<file path="config.mk">
export PLATFORM = sky130hd
export DESIGN_NAME = pwm_regbank
export DESIGN_NICKNAME = d
export VERILOG_FILES = /design/src/rtl/pwm_regbank.sv
export SDC_FILE = /design/constraint.sdc
export NUM_CORES = 1
export LEC_CHECK = 0
export BUFFER_PORTS_ARGS = -buffer_cell sky130_fd_sc_hd__buf_2
export CORE_ASPECT_RATIO = 0.6
export CORE_UTILIZATION = 50
export DETAILED_ROUTE_END_ITERATION = 6
export PLACE_DENSITY = 0.7
export SLEW_MARGIN = 10
export SYNTH_ARGS = -nofsm -noshare
export SYNTH_HDL_FRONTEND = slang
export SYNTH_SLANG_ARGS = --single-unit
</file>
<file path="constraint.sdc">
create_clock -name clk -period 4.7 [get_ports clk]
set_input_delay 0.47 -clock clk [delete_from_list [all_inputs] [get_ports clk]]
set_output_delay 0.47 -clock clk [all_outputs]
set_load 0.03 [all_outputs]
</file>
<file path="src/rtl/pwm_regbank.sv">
// Register bank driving 16 output pins as static levels or a shared PWM waveform.
// Duty changes take effect only at PWM period boundaries; enable changes apply immediately.
module pwm_regbank #(
  parameter int CLK_DIV  = 13,
  parameter int MAX_ADDR = 4
) (
  input  logic       clk,
  input  logic       rst_n,
  input  logic       wr_valid,
  input  logic [6:0] wr_addr,
  input  logic [7:0] wr_data,
  output logic [7:0] uo_out,
  output logic [7:0] uio_out,
  output logic       period_start
);

  localparam logic [7:0] DIV_LAST  = 8'(CLK_DIV - 1);
  localparam logic [6:0] ADDR_LAST = 7'(MAX_ADDR);

  logic [15:0] r_en_out;
  logic [15:0] r_en_pwm;
  logic [7:0]  r_duty;
  logic [7:0]  r_duty_active;
  logic [7:0]  r_prescale;
  logic [7:0]  r_pwm_cnt;
  logic [15:0] r_out;
  logic        r_period_start;

  logic        w_tick;
  logic        w_wrap;
  logic        w_wr_ok;
  logic        w_pwm_sig;
  logic [15:0] w_out_next;

  assign w_tick    = (r_prescale == DIV_LAST);
  assign w_wrap    = w_tick && (r_pwm_cnt == 8'hFF);
  assign w_wr_ok   = wr_valid && (wr_addr <= ADDR_LAST);
  assign w_pwm_sig = (r_duty_active == 8'hFF) || (r_pwm_cnt < r_duty_active);

  always_ff @(posedge clk or negedge rst_n) begin
    if (!rst_n) begin
      r_en_out <= '0;
      r_en_pwm <= '0;
      r_duty   <= '0;
    end else if (w_wr_ok) begin
      case (wr_addr)
        7'd0:    r_en_out[7:0]  <= wr_data;
        7'd1:    r_en_out[15:8] <= wr_data;
        7'd2:    r_en_pwm[7:0]  <= wr_data;
        7'd3:    r_en_pwm[15:8] <= wr_data;
        7'd4:    r_duty         <= wr_data;
        default: ;
      endcase
    end
  end

  // Shadow load samples the old r_duty, so a duty write landing on the wrap edge waits a period.
  always_ff @(posedge clk or negedge rst_n) begin
    if (!rst_n) begin
      r_prescale     <= '0;
      r_pwm_cnt      <= '0;
      r_duty_active  <= '0;
      r_period_start <= 1'b0;
    end else begin
      r_prescale     <= w_tick ? 8'd0 : r_prescale + 8'd1;
      r_period_start <= w_wrap;
      if (w_tick) begin
        r_pwm_cnt <= r_pwm_cnt + 8'd1;
      end
      if (w_wrap) begin
        r_duty_active <= r_duty;
      end
    end
  end

  genvar gi;
  generate
    for (gi = 0; gi < 16; gi++) begin : g_pin
      assign w_out_next[gi] = r_en_out[gi] & (~r_en_pwm[gi] | w_pwm_sig);
    end
  endgenerate

  always_ff @(posedge clk or negedge rst_n) begin
    if (!rst_n) begin
      r_out <= '0;
    end else begin
      r_out <= w_out_next;
    end
  end

  assign uo_out       = r_out[7:0];
  assign uio_out      = r_out[15:8];
  assign period_start = r_period_start;

endmodule

</file>
==> qor.csv <==
metric;value;unit
drt_iter0_markers;42;
antenna_found_initial;0;
dp.final_hpwl;3.92;mm
hp-class;input port to asynchronous set/reset pin;
placedCellCount;342;
first_pass_grt_wire_length;9.75;mm
routed_length_per_placed_instance;15.6;microns
synthCells;227;
vias;1883;
post_cts_buffers;0;
drive_gt1_share;39.4;%
start_util;52.9;%
synthesis.area_per_instance;14.6;sq um
critical_path.max_stage_delay;0.55;ns
area_delta_synth_final;13.6;%
overflow;0;
ys_warn_count;0;
synthMostInstantiatedCell;sky130_fd_sc_hd__dfrtp_1;
clock_edge_transition_at_the_registers_on_the_reported_setup_and_hold_paths;0.08;ns
critical_path.startpoint;r_prescale[0]$_DFF_PN0_;
critical_path.reg2reg.startpoint;r_prescale[0]$_DFF_PN0_;
cap_viol_max_count;0;
tritoncts_num_sinks;81;
die_area;6950;sq um
netSwitchingFraction;23.9;%
fillerInstances;490;
post_synth_instance_area;3310;sq um
worst-slew-pin-transition;0.975;ns
clock_latency;0.34;ns
hold_viol;0;
clk_root_buffer_cell;sky130_fd_sc_hd__clkbuf_8;
synth.top_cells.by_count;81 x sky130_fd_sc_hd__dfrtp_1, 49 x sky130_fd_sc_hd__mux2_2, 16 x sky130_fd_sc_hd__a21boi_0, 10 x sky130_fd_sc_hd__ha_1, 10 x sky130_fd_sc_hd__inv_1;
worst_ir_drop_vdd;0.182;mV
drcViolationCount;0;
smallest_hold_slack;0.267;ns
antennaDiodeCount;0;
synth_mux_area_share;16.7;%
seq_area_frac_synth;61.3;%
p_int;0.993;mW
clock_tree_from_tritoncts;yes;
final-max-slew-violation-count;0;
total_power;1.30;mW
ys_seq_elements;81;
power.static_leakage;1.88;nW
synth_flop_cell;sky130_fd_sc_hd__dfrtp_1;
final_period_minus_worst_setup_slack;2.10;ns
port-buffer-count;34;
worst_slew_margin_relative_to_its_limit;35.0;%
grt_max_degree;82;
run_status;finished clean;
die_h;65.0;microns
design.final.nets;297;
crit_chain;inv_1 > ha_1 > and4b_1 > nand4_2 > mux2_2;
power.clock.fraction;34.9;%
clock_path_buffers;2;
grt_util_all_layers;19.1;%
r2r-end;r_duty_active[0]$_DFFE_PN0P_;
multi_input_comb_area;1220;sq um
critPathCaptureType;flip-flop;
drt-pass1-iter-count;4;
finalClockSkew;0.00699;ns
finalSetupViolations;0;
post_synth_and_or_nand_nor_area_fraction;7.91;%
synth_cell_types;33;
timing.critical_path.fanout_max;13;
synth_enable_flop_cells;0;
arrival_time_worst_endpoint;2.33;ns
post-synth-top-area-cell;sky130_fd_sc_hd__dfrtp_1;
htree_levels;3;
cellPowerDensity;347;nW/um^2
final_core_utilization;60.1;%
achievable-frequency;0.476;GHz
comb_power_share;7.5;%
worst-r2r-setup-slack;2.60;ns
main_combinational_cell_family_by_area_after_synthesis;multiplexers;
drt-vias-per-instance;5.26;
grt_setup_unrepaired;false;
critical_path.slowest_cell;sky130_fd_sc_hd__and4b_1;
finish.cell_count_without_fillers;358;
critPathKind;flip-flop to flip-flop;
cts-buffers-inserted;9;
post_synthesis_async_set_or_reset_flop_share;100;%
synthTopCellsByArea;sky130_fd_sc_hd__dfrtp_1 61%, sky130_fd_sc_hd__mux2_2 17%, sky130_fd_sc_hd__ha_1 3.8%;
fin_crit_sh;44.7;%
synth_xor_area_share;3.44;%
ios;35;
post_cts_resize_count;0;
synth-compound-area-share;5.22;%
placement_rows;22;
placeableCoreArea;6250;sq um
yosysTopAreaCellShare;61.3;%
startpoint_type;flip-flop;
detail_route.wirelength;5.59;mm
synth_net_count;255;
grt_pass1_vias;1911;
setup_tns;0;ns
antenna_violating_nets_post_route;0;
seq_area;2030;sq um
crit_required;4.93;ns
r2r_cells;5;
switchingPower;0.312;mW
adder_cell_area_share_of_the_yosys_netlist;3.78;%
weighted_congestion_reported_at_the_end_of_routability_driven_placement;0.762;
die_w;107;microns
cts_hold_buffers;0;
sequential_power_share;57.6;%
## layer usage
layer | vias up | track usage, % | wire length (microns) | part of all wire [%]
met3 | 9 | 5.73 | 205 | 3.7
met1 | 948 | 29.3 | 2990 | 54
met4 | 0 | 7.19 | 66 | 1.2
li1 | 892 | - | - | -
met5 | - | 0 | 0 | 0
met2 | 34 | 25.2 | 2330 | 42
## worst max-delay path by stage
stage                                               to  slack (ns)  depth (start not counted)
final                     r_duty_active[0]$_DFFE_PN0P_        2.60                          5
after global routing      r_duty_active[6]$_DFFE_PN0P_        2.46                          5
after CTS                 r_duty_active[0]$_DFFE_PN0P_        2.60                          5
after detailed placement      r_en_out[10]$_DFFE_PN0P_        2.52                          5
after global placement        r_en_out[14]$_DFFE_PN0P_        2.57                          5
after floorplan                     r_out[0]$_DFF_PN0_        2.80                          6
## area by class of cell
class	instances	area share, %
clock buffers	11	4.03
clock inverters	5	0.799
inverters	10	0.999
multi-input cells	132	32.6
flip-flops and latches	81	54.0
well taps	84	2.80
repair buffers	35	4.80
## power by group through the flow
stage	clock network (mW)	registers, mW	logic, mW
after global placement	0	0.764	0.0984
after CTS	0.471	0.752	0.101
after detailed placement	0	0.765	0.100
final	0.455	0.751	0.0980
after global routing	0.508	0.756	0.107
after floorplan	0	0.784	0.0341
## flip-flops by register name, summed over array words and instances, names as in the netlist
| signal | flops |
|---|---|
| r_en_out | 16 |
| r_en_pwm | 16 |
| r_out | 16 |
| r_duty | 8 |
| r_duty_active | 8 |
| r_prescale | 8 |
| r_pwm_cnt | 8 |
| period_start | 1 |
## layout by cell type (no fill, tap or decap), types with 2 or more instances in the layout
| cell type | synthesis | final |
|---|---|---|
| sky130_fd_sc_hd__clkinvlp_4 | 0 | 2 |
| sky130_fd_sc_hd__nand2_1 | 4 | 4 |
| sky130_fd_sc_hd__ha_1 | 10 | 10 |
| sky130_fd_sc_hd__xnor2_1 | 9 | 9 |
| sky130_fd_sc_hd__dfrtp_1 | 81 | 81 |
| sky130_fd_sc_hd__buf_4 | 0 | 2 |
| sky130_fd_sc_hd__clkinv_2 | 0 | 3 |
| sky130_fd_sc_hd__nand4_1 | 9 | 9 |
| sky130_fd_sc_hd__and3_1 | 2 | 2 |
| sky130_fd_sc_hd__mux2_2 | 49 | 49 |
| sky130_fd_sc_hd__buf_2 | 2 | 33 |
| sky130_fd_sc_hd__nor2_1 | 8 | 8 |
| sky130_fd_sc_hd__xor2_1 | 4 | 4 |
| sky130_fd_sc_hd__a21boi_0 | 16 | 16 |
| sky130_fd_sc_hd__inv_1 | 10 | 10 |
| sky130_fd_sc_hd__nor3b_4 | 2 | 2 |
| sky130_fd_sc_hd__clkbuf_8 | 0 | 11 |
## through the flow
stage / instance area, sq um / setup slack [ns]
after global placement: 3570 / 2.57
after floorplan: 3310 / 2.80
after global routing: 3760 / 2.46
final: 3760 / 2.60
after detailed placement: 3570 / 2.52
after CTS: 3760 / 2.60
## logic make-up (layout without fill, tap and decap cells)
| logic type | after synthesis | after routing |
|---|---|---|
| buffers and inverters | 14 | 61 |
| muxes | 49 | 49 |
| DFF | 81 | 81 |
| and+or+nand+nor | 37 | 37 |
| adders and majority gates | 10 | 10 |
| xor gates and xnor gates | 13 | 13 |
| AOI/OAI and AO/OA | 23 | 23 |
## worst max-delay path, delay by kind of cell (launching register included)
kind          cells  cell delay [ns]
mux               1             0.39
simple gates      2             0.96
flops             1             0.43
fa+ha+maj         1             0.14
buf+inv           1             0.08
Note: power is estimated with default switching activity, not from simulation.
